===== config.mk =====
export PLATFORM = sky130hd
export DESIGN_NAME = predictor_update_ctrl
export DESIGN_NICKNAME = d
export VERILOG_FILES = /design/src/rtl/predictor_update_ctrl_pkg.sv /design/src/rtl/update_fifo.sv /design/src/rtl/predictor_update_ctrl.sv
export SDC_FILE = /design/constraint.sdc
export NUM_CORES = 1
export LEC_CHECK = 0
export CAP_MARGIN = 20
export CORE_MARGIN = 10
export CORE_UTILIZATION = 38
export DETAILED_ROUTE_END_ITERATION = 6
export GPL_TIMING_DRIVEN = 0
export SLEW_MARGIN = 10
export SYNTH_ARGS = -nofsm -noshare
export SYNTH_HDL_FRONTEND = slang
export SYNTH_SLANG_ARGS = --single-unit

===== constraint.sdc =====
create_clock -name clockIn -period 4.2 [get_ports clockIn]
set_input_delay 0.84 -clock clockIn [delete_from_list [all_inputs] [get_ports clockIn]]
set_output_delay 0.84 -clock clockIn [all_outputs]
set_load 0.02 [all_outputs]

===== src/rtl/predictor_update_ctrl_pkg.sv =====
// Shared definitions for the branch predictor pattern table: controller states,
// 2-bit counter encodings and the counter update function.
`timescale 1ns/1ps
package predictor_update_ctrl_pkg;

  typedef enum logic {
    INIT = 1'b0,
    RUN  = 1'b1
  } ctrlState_e;

  localparam logic [1:0] CTR_STRONG_NT = 2'b00;
  localparam logic [1:0] CTR_WEAK_NT   = 2'b01;
  localparam logic [1:0] CTR_WEAK_T    = 2'b10;
  localparam logic [1:0] CTR_STRONG_T  = 2'b11;
  localparam logic [1:0] CTR_INIT      = CTR_WEAK_NT;

  // Counter transition used by both the predictor and the update path.
  function automatic logic [1:0] nextCounter(input logic [1:0] cur, input logic isTaken);
    logic [1:0] nxt;
    case (cur)
      CTR_STRONG_NT: nxt = isTaken ? CTR_WEAK_NT  : CTR_STRONG_NT;
      CTR_WEAK_NT:   nxt = isTaken ? CTR_STRONG_T : CTR_STRONG_NT;
      CTR_WEAK_T:    nxt = isTaken ? CTR_STRONG_T : CTR_WEAK_T;
      default:       nxt = isTaken ? CTR_STRONG_T : CTR_WEAK_T;
    endcase
    return nxt;
  endfunction

endpackage


===== src/rtl/update_fifo.sv =====
// Synchronous FIFO for queued predictor updates; DEPTH must be a power of two.
`timescale 1ns/1ps
module update_fifo #(
  parameter int unsigned WIDTH = 8,
  parameter int unsigned DEPTH = 4,
  localparam int unsigned PTR_W = $clog2(DEPTH),
  localparam int unsigned CNT_W = PTR_W + 1
) (
  input  logic             clockIn,
  input  logic             resetIn,
  input  logic             push,
  input  logic [WIDTH-1:0] pushData,
  input  logic             pop,
  output logic [WIDTH-1:0] popData,
  output logic             full,
  output logic             empty,
  output logic [CNT_W-1:0] count
);

  logic [WIDTH-1:0] mem [DEPTH];
  logic [PTR_W-1:0] headPtr;
  logic [PTR_W-1:0] tailPtr;
  logic             doPush;
  logic             doPop;

  // A push into a full FIFO is legal only when the head leaves in the same cycle.
  assign doPop  = pop && !empty;
  assign doPush = push && (!full || doPop);

  assign full    = (count == CNT_W'(DEPTH));
  assign empty   = (count == '0);
  assign popData = mem[headPtr];

  always_ff @(posedge clockIn) begin
    if (resetIn) begin
      headPtr <= '0;
      tailPtr <= '0;
      count   <= '0;
    end else begin
      if (doPush) tailPtr <= tailPtr + PTR_W'(1);
      if (doPop)  headPtr <= headPtr + PTR_W'(1);
      count <= count + CNT_W'(doPush) - CNT_W'(doPop);
    end
  end

  always_ff @(posedge clockIn) begin
    if (doPush) mem[tailPtr] <= pushData;
  end

endmodule


===== src/rtl/predictor_update_ctrl.sv =====
// Pattern-table update controller: sweeps the table to weakly-not-taken after reset,
// then applies queued branch outcomes one per cycle through a read-modify-write.
`timescale 1ns/1ps
module predictor_update_ctrl
  import predictor_update_ctrl_pkg::*;
#(
  parameter int unsigned LOCAL_WIDTH = 12,
  parameter int unsigned QUEUE_DEPTH = 4,
  localparam int unsigned CNT_W = $clog2(QUEUE_DEPTH) + 1
) (
  input  logic                   clockIn,
  input  logic                   resetIn,
  input  logic                   updateValid,
  input  logic [31:0]            updateInstr,
  input  logic                   taken,
  input  logic [1:0]             tableRdData,
  output logic [LOCAL_WIDTH-1:0] tableRdIdx,
  output logic                   tableWrEn,
  output logic [LOCAL_WIDTH-1:0] tableWrIdx,
  output logic [1:0]             tableWrData,
  output logic                   initDone,
  output logic [CNT_W-1:0]       queueCount,
  output logic [7:0]             dropCount
);

  localparam int unsigned ENTRY_W = LOCAL_WIDTH + 1;

  ctrlState_e             state;
  logic [LOCAL_WIDTH-1:0] sweepIdx;
  logic [LOCAL_WIDTH-1:0] updateIdx;
  logic [LOCAL_WIDTH-1:0] headIdx;
  logic                   headTaken;
  logic [ENTRY_W-1:0]     headEntry;
  logic                   push;
  logic                   pop;
  logic                   full;
  logic                   empty;
  logic                   unusedInstrBits;

  // Instructions are word aligned, so the low two bits carry no index information.
  assign updateIdx       = updateInstr[LOCAL_WIDTH+1:2];
  assign unusedInstrBits = ^{updateInstr[31:LOCAL_WIDTH+2], updateInstr[1:0]};

  assign headIdx   = headEntry[ENTRY_W-1:1];
  assign headTaken = headEntry[0];

  assign pop  = (state == RUN) && !empty;
  assign push = updateValid && (!full || pop);

  update_fifo #(
    .WIDTH (ENTRY_W),
    .DEPTH (QUEUE_DEPTH)
  ) uFifo (
    .clockIn  (clockIn),
    .resetIn  (resetIn),
    .push     (push),
    .pushData ({updateIdx, taken}),
    .pop      (pop),
    .popData  (headEntry),
    .full     (full),
    .empty    (empty),
    .count    (queueCount)
  );

  always_ff @(posedge clockIn) begin
    if (resetIn) begin
      state     <= INIT;
      sweepIdx  <= '0;
      initDone  <= 1'b0;
      dropCount <= '0;
    end else begin
      case (state)
        INIT: begin
          sweepIdx <= sweepIdx + LOCAL_WIDTH'(1);
          if (sweepIdx == '1) begin
            state    <= RUN;
            initDone <= 1'b1;
          end
        end
        default: state <= RUN;
      endcase
      if (updateValid && !push && (dropCount != 8'hFF)) dropCount <= dropCount + 8'd1;
    end
  end

  // Sweep owns the write port during INIT; afterwards the queue head does.
  always_comb begin
    tableRdIdx  = headIdx;
    tableWrEn   = 1'b0;
    tableWrIdx  = headIdx;
    tableWrData = nextCounter(tableRdData, headTaken);
    if (state == INIT) begin
      tableWrEn   = 1'b1;
      tableWrIdx  = sweepIdx;
      tableWrData = CTR_INIT;
    end else if (pop) begin
      tableWrEn = 1'b1;
    end
  end

endmodule


== Word-level counts from Yosys, hierarchy flattened ==
Memory sizes are Yosys's and may differ from the RTL's. A register that Yosys moved wholly into a read port is not among the register bits.
Cells that the tools add are included.

* Register bits: 29
* Bits in writable memories: 52
* Bits of input ports: 38
* Output and inout port bits: 39
* Word-level logic and storage cells: 47
* Memories: 1

* $add $sub $neg: 6
* Equality and inequality tests: 4
* Muxes and demuxes: 14
* Bitwise gates (word level): 1
* Reduce and logical (&&, ||, !) cells: 14

{| class="wikitable"
|+ Memories
! name !! depth !! bits a word !! read ports !! clocked after memory_dff !! wr ports !! RTL line !! source
|-
| uFifo.mem || 4 || 13 || 1 || 1 || 1 || update_fifo.sv:20 || <nowiki>logic [WIDTH-1:0] mem [DEPTH];</nowiki>
|}

{| class="wikitable"
|+ Operator list
! kind !! count
|-
| $add 12x1->12 const B || 1
|-
| $eq 12x12->1 const B || 1
|-
| $mux 12 || 1
|-
| $add 8x1->8 const B || 1
|-
| $mux 1 || 8
|-
| $mux 2 || 4
|-
| $ne 8x8->1 const B || 1
|-
| $logic_and 1x1->1 || 6
|-
| $add 2x1->2 const B || 2
|-
| $pmux 2 s2 || 1
|-
| $add 3x1->3 || 1
|-
| $eq 3x3->1 const B || 1
|-
| $logic_not 1->1 || 3
|-
| $logic_not 3->1 || 1
|-
| $sub 3x1->3 || 1
|-
| $eq 2x1->1 const B || 1
|-
| $logic_not 2->1 || 1
|-
| $logic_or 1x1->1 || 2
|-
| $reduce_and 2->1 || 1
|-
| $not 1->1 || 1
|}

== Logic depth before layout (Yosys ltp) ==
Gate-level depths: netlist of run 1.

* Word-level depth: 8
* Gate-level depth with buffers: 9
* Gate-level depth less buffers: 8

== Cells and area by module ==
From an unflattened synthesis of run 1, not the netlist that was laid out.

* Cell total of the unflattened synthesis: 250
* Area total of the unflattened synthesis: 3547.2 um2

{| class="wikitable"
|+ By module, submodules not included
! module !! instances !! cells each !! area an instance (um2) !! seq. area each (um2)
|-
| update_fifo || 1 || 114 || 2363.5 || 1741.7
|-
| predictor_update_ctrl || 1 || 136 || 1183.6 || 440.4
|}

== Worst setup path before layout of run 1 ==
No wires, ideal clock.

* Kind: reg2out
* Start: reg with a tool-made name
* End: out tableWrIdx[10]
* Arrival time: 1559 ps
* Required time: 3360 ps
* Setup slack: 1801 ps
* Stages on the path, launching flop included: 4
* Buffers on the path: 1
* Path through: dfxtp_1 buf_6 mux4_2 mux2_2

{| class="wikitable"
|+ RTL lines
! what !! RTL line !! source
|-
| end: declaration || predictor_update_ctrl.sv:19 || <nowiki>output logic [LOCAL_WIDTH-1:0] tableWrIdx,</nowiki>
|}

==> impl_metrics.py, run 1 <==
metrics = {
    "outcome": {
        "status": "finished clean",
    },
    "drt": {
        "antenna_left": 0,
        "vias": 2087,
        "drt-total-wl_um": 7240,
        "avgViaCountPerCell": 4.98,
        "drt_iter0_markers": 86,
        "drc_errors": 0,
        "firstDrtPassIters": 4,
        "avgRoutedWirePerCell_um": 17.3,
    },
    "synthesis": {
        "synth.net_count": 286,
        "yosysMostFrequentCell": "edfxtp_1",
        "yosysSeqAreaShare": 0.624,
        "synthFlopType": "edfxtp_1",
        "synth_area_um2": 3490,
        "ys_top_cells_by_count": "52 x edfxtp_1, 31 x dfxtp_1, 24 x nor2_1",
        "ys_top_cells_by_area": "edfxtp_1 45%, dfxtp_1 18%, mux4_2 8.4%, mux2_2 3.9%, ha_1 2.9%",
        "synth_edf_count": 52,
        "postSynthCellCount": 239,
        "ys_ff_latch": 83,
        "synthArstFlopShare": 0,
        "yosysUniqueCellTypes": 42,
        "syn_area_per_cell_um2": 14.6,
        "yosys.area.top_type": "edfxtp_1",
        "synth_warnings": 0,
        "netlist.area_leader.share": 0.447,
    },
    "sta": {
        "hold_viol": 0,
        "fin_skew_ns": 0.0103,
        "post-route-period-util": 0.816,
        "final-setup-viol-count": 0,
        "fin_crit_ns": 3.43,
        "drv_slew": 0,
        "slew_headroom": 0.533,
        "worstMarginPinSlew_ns": 0.700,
        "rsz0062_at_grt": "false",
        "fmax_mhz": 292,
        "layout_setup_ws_ns": 0.771,
        "holdWs_ns": 0.476,
        "finalSetupTns_ns": 0,
    },
    "die": {
        "ioPinCount": 77,
        "die_w_um": 116,
        "std_cell_rows": 34,
        "start_util": 0.395,
        "core_um2": 8850,
        "die_area_um2": 13400,
        "die_h_um": 116,
    },
    "clocking": {
        "clock_latency_ns": 0.34,
        "clk_path_buf_depth": 2,
        "cts-resized-gates": 0,
        "numClockSinks": 83,
        "htreeDepth": 3,
        "cts_hold_buf": 0,
        "clock_tree.root_cell": "clkbuf_8",
        "cts_tree": "done",
        "post_cts_buffers": 0,
        "cts_made_buffers": 9,
        "clkTransAtPathRegs_ns": 0.08,
    },
    "setup_path": {
        "cp.required_ns": 3.36,
        "crit_path_cell_trace": "buf_1 > mux4_2 > mux2_2 > clkdlybuf4s50_1",
        "cpPeakStageDelay_ns": 0.54,
        "cp.arrival_ns": 2.59,
        "cp-start-kind": "register",
        "timing_worst_setup_path_type": "register to output pin",
        "critPathMaxFanout": 10,
        "critPathSlowestCell": "clkdlybuf4s50_1",
        "end_kind": "output pin",
    },
    "grt": {
        "antenna_found_initial": 0,
        "grt_max_degree": 16,
        "grt_pass1_vias": 2157,
        "gr-total-overflow": 0,
        "track_usage": 0.113,
        "busiest_layer": "met2",
        "grt_first_pass_wirelength_um": 11700,
        "grt_use_met3": 0.0393,
        "use_met1": 0.134,
        "met2_usage": 0.186,
    },
    "place": {
        "preCtsSetupSlack_ns": 1.10,
        "dpl-instance-area_um2": 4190,
        "routabilityCongestion": 0.762,
        "post-dp-hpwl_um": 5280,
        "portBuffers": 56,
    },
    "layout": {
        "area_growth_pct": 24.9,
        "antennaDiodeCount": 0,
        "drive_gt1_frac": 0.154,
        "fillers": 793,
        "post-route-cell-area_um2": 4360,
        "fin_nets": 353,
    },
    "pwr": {
        "vdd_drop_max_uv": 136,
        "power_density_nw_per_um2": 402,
        "leakagePower_nw": 1.54,
    },
    "hold_path": {
        "hp-class": "register to register",
    },
    "run": {
        "cap_viol_max_count": 0,
    },
}
## critical path: cells and delay by family (launching register included)
kind	cells	cell delay [ns]
multiplexers	2	0.76
flip-flops	1	0.43
buffers and inverters	2	1.05
## worst paths after layout
check             depth (start not counted)                   endpoint  slack (ns)                  start
hold reg to reg                           2      initDone$_SDFFE_PP0P_        0.48  initDone$_SDFFE_PP0P_
setup / recovery                          4              tableWrIdx[2]        0.77               register
hold / removal                            2      initDone$_SDFFE_PP0P_        0.48  initDone$_SDFFE_PP0P_
setup reg to reg                          9  uFifo.count[2]$_SDFF_PP0_        2.05       state$_SDFF_PP0_
## stage by stage
stage / util / total power [mW] / instances
after floorplan: - / 1.14 / 239
after global placement: 0.474 / 1.27 / 403
after detailed placement: 0.474 / 1.27 / 403
after CTS: 0.493 / 1.77 / 419
after global routing: 0.493 / 1.84 / 419
final: 0.493 / 1.75 / 419
## cell usage in the layout (no fill, tap or decap), drive strengths merged, types with 3 or more instances in the layout
master	Yosys	final
nand3	9	9
xnor2	7	7
xor2	9	9
nand2	6	6
edfxtp	52	52
and2	5	5
nand4	3	3
clkdlybuf4s50	0	56
clkinv	0	5
a21oi	4	4
nor2	24	24
mux2i	5	5
mux2	12	12
and3	5	5
clkbuf	4	13
mux4	13	13
buf	5	5
inv	8	10
dfxtp	31	31
ha	8	8
## cells by family (layout without fill, tap and decap cells)
family	after synthesis	count (layout)	synth area share
AOI/OAI and AO/OA	16	16	0.0297
xor gates and xnor gates	16	16	0.0401
adders and majority gates	9	9	0.0344
buffers and inverters	17	89	0.0215
DFF	83	83	0.624
muxes	30	30	0.137
and+or+nand+nor	68	68	0.113
## final cells by class
cell class,instances,area (µm²),share of cell area
Clock inverter,7,50.0,0.0115
Sequential cell,83,2180,0.500
Clock buffer,9,124,0.0284
Timing Repair Buffer,56,561,0.128
Multi-Input combinational cell,139,1240,0.284
Inverter,8,30.0,0.00688
Tap cell,108,135,0.0310
Buffer,9,45.0,0.0103
## per-layer routing
layer / share of wire / wire length (µm)
met2: 0.49 / 3580
met5: 0 / 0
met4: 0.014 / 99
met1: 0.44 / 3170
met3: 0.055 / 395
## power breakdown
group	switching (mW)	total (mW)	internal, mW
Clock	0.289	0.506	0.218
Combinational	0.147	0.274	0.128
Sequential	0.0344	0.973	0.938
Total	0.470	1.75	1.28
## state kept, by name (all words and copies together) (netlist names), named ones only
register	cells
uFifo.mem	52
sweepIdx	12
dropCount	8
uFifo.count	3
uFifo.headPtr	2
uFifo.tailPtr	2
initDone	1
state	1
Power figures use the tool's default switching activity.
==> run 2: changes to the inputs <==
==> constraint.sdc (replaced) <==
create_clock -name clockIn -period 3.37 [get_ports clockIn]
set_input_delay 0.674 -clock clockIn [delete_from_list [all_inputs] [get_ports clockIn]]
set_output_delay 0.674 -clock clockIn [all_outputs]
set_load 0.02 [all_outputs]
==> run 2 against run 1 <==
Effect of this change: worst setup slack lost 0.57 ns; global-route usage is the same; first-iteration DRC count is the same; sequential power grew 24%; final cell count is the same; critical path depth is the same; highest routed layer unchanged.
==> impl_metrics.py, run 2 (synthesis gave the netlist of run 1 again) <==
metrics = {
    "layout": {
        "finalCoreUtilization": 0.493,
        "final_cell_mix": "56 x clkdlybuf4s50_1, 52 x edfxtp_1, 31 x dfxtp_1",
        "fin_nets": 353,
        "area_growth_pct": 24.9,
        "largest_register_ffs": 52,
        "layout_commonest_cell": "clkdlybuf4s50_1",
        "top_register": "uFifo.mem",
        "post-route-cell-area_um2": 4370,
        "top_regs": "uFifo.mem: 52 flops, sweepIdx: 12 flops, dropCount: 8 flops",
        "drive_gt1_frac": 0.158,
        "antennaDiodeCount": 0,
    },
    "setup_path": {
        "r2r-end": "uFifo.count[2]$_SDFF_PP0_",
        "crit_path_cell_trace": "buf_6 > mux4_2 > mux2_2 > clkdlybuf4s50_1",
        "reg2reg_depth": 9,
        "end_kind": "output pin",
        "cpLargestDelayFamily": "multiplexers",
        "rr_startpoint": "state$_SDFF_PP0_",
        "timing_worst_setup_path_type": "register to output pin",
        "critPathMaxFanout": 10,
        "path_depth": 4,
        "cp.required_ns": 2.70,
        "cpPeakStageDelay_ns": 0.57,
        "critPathSlowestCell": "mux4_2",
        "cp.arrival_ns": 2.49,
        "cp-start-kind": "register",
        "reg2reg_slack_ns": 1.22,
        "path_buf_inv": 2,
    },
    "die": {
        "die_w_um": 116,
        "core_um2": 8850,
        "die_h_um": 116,
        "std_cell_rows": 34,
        "die_area_um2": 13400,
        "ioPinCount": 77,
        "start_util": 0.395,
    },
    "clocking": {
        "cts_made_buffers": 9,
        "cts_hold_buf": 0,
        "clk_path_buf_depth": 2,
        "clock_latency_ns": 0.34,
        "cts_tree": "done",
        "post_cts_buffers": 0,
        "numClockSinks": 83,
        "clkTransAtPathRegs_ns": 0.09,
        "htreeDepth": 3,
        "clock_tree.root_cell": "clkbuf_8",
    },
    "drt": {
        "antenna_left": 0,
        "drt-total-wl_um": 7250,
        "vias": 2093,
        "drt_iter0_markers": 86,
        "avgRoutedWirePerCell_um": 17.3,
        "avgViaCountPerCell": 5.00,
        "firstDrtPassIters": 4,
        "drc_errors": 0,
    },
    "hold_path": {
        "hp-class": "register to register",
        "hp-start": "initDone$_SDFFE_PP0P_",
        "holdPathEnd": "initDone$_SDFFE_PP0P_",
        "min_path_cells": 2,
    },
    "pwr": {
        "leakagePower_nw": 1.54,
        "vdd_drop_max_uv": 169,
        "power_density_nw_per_um2": 501,
    },
    "sta": {
        "final-setup-viol-count": 0,
        "fin_skew_ns": 0.0103,
        "hold_viol": 0,
        "layout_setup_ws_ns": 0.202,
        "drv_slew": 0,
        "worstMarginPinSlew_ns": 0.705,
        "fin_crit_ns": 3.17,
        "post-route-period-util": 0.940,
        "slew_headroom": 0.530,
        "fmax_mhz": 316,
        "rsz0062_at_grt": "false",
        "finalSetupTns_ns": 0,
    },
    "place": {
        "dpl-instance-area_um2": 4190,
        "post-dp-hpwl_um": 5280,
        "portBuffers": 56,
        "routabilityCongestion": 0.762,
        "preCtsSetupSlack_ns": 0.431,
    },
    "grt": {
        "track_usage": 0.113,
        "antenna_found_initial": 0,
        "grt_pass1_vias": 2157,
        "gr-total-overflow": 0,
        "grt_first_pass_wirelength_um": 11700,
        "grt_max_degree": 16,
    },
    "run": {
        "cap_viol_max_count": 0,
    },
    "outcome": {
        "status": "finished clean",
    },
}
[run 2: cell types whose count changed in the layout (fill, tap and decap cells not counted)]
| cell | previous run | this run |
|---|---|---|
| buf_1 | 1 | 0 |
| clkbuf_2 | 0 | 1 |
[run 2: what timing repair did]
item                                    CTS  global route
gates resized for setup                   0             1
endpoints found under the setup margin    0             4
endpoints found under the hold margin     0             0
[run 2: layer usage]
| layer | routed length [µm] | global-route usage | vias to the layer above |
|---|---|---|---|
| met5 | 0 | 0 | - |
| met4 | 99 | 0.0417 | 0 |
| met3 | 395 | 0.0393 | 8 |
| met2 | 3570 | 0.186 | 38 |
| met1 | 3190 | 0.134 | 1018 |
| li1 | - | - | 1029 |
[run 2: worst max-delay path by stage]
stage / to / slack (ns)
final: tableWrIdx[2] / 0.20
after global routing: tableWrIdx[2] / 0.05
after CTS: tableWrIdx[5] / 0.06
after detailed placement: tableWrIdx[5] / 0.43
after global placement: tableWrIdx[2] / 0.44
after floorplan: tableWrIdx[10] / 1.14
[run 2: metrics by stage]
stage	hold slack, ns	total power, mW	std cells
after detailed placement	0.466	1.58	403
final	0.476	2.19	419
after floorplan	0.485	1.42	239
after global routing	0.513	2.29	419
after global placement	0.463	1.58	403
after CTS	0.478	2.21	419
[run 2: worst min-delay path, cell delays in order (launching register included)]
cell	delay, ns
dfxtp_1	0.31
inv_1	0.05
o22ai_1	0.07
[run 2: power breakdown]
group | total, mW | internal [mW] | switching [mW] | leakage [nW]
sequential | 1.21 | 1.17 | 0.0430 | 0.728
combinational | 0.343 | 0.159 | 0.183 | 0.723
clock | 0.630 | 0.271 | 0.359 | 0.0937
total | 2.19 | 1.60 | 0.586 | 1.54
[run 2: layout make-up]
type | count | area [µm²]
sequential | 83 | 2180
timing repair buffer | 56 | 561
multi-input combinational | 139 | 1240
clock inverter | 7 | 50.0
clock buffer | 9 | 124
fill | 792 | 4480
buffer | 9 | 46.3
tap | 108 | 135
inverter | 8 | 30.0
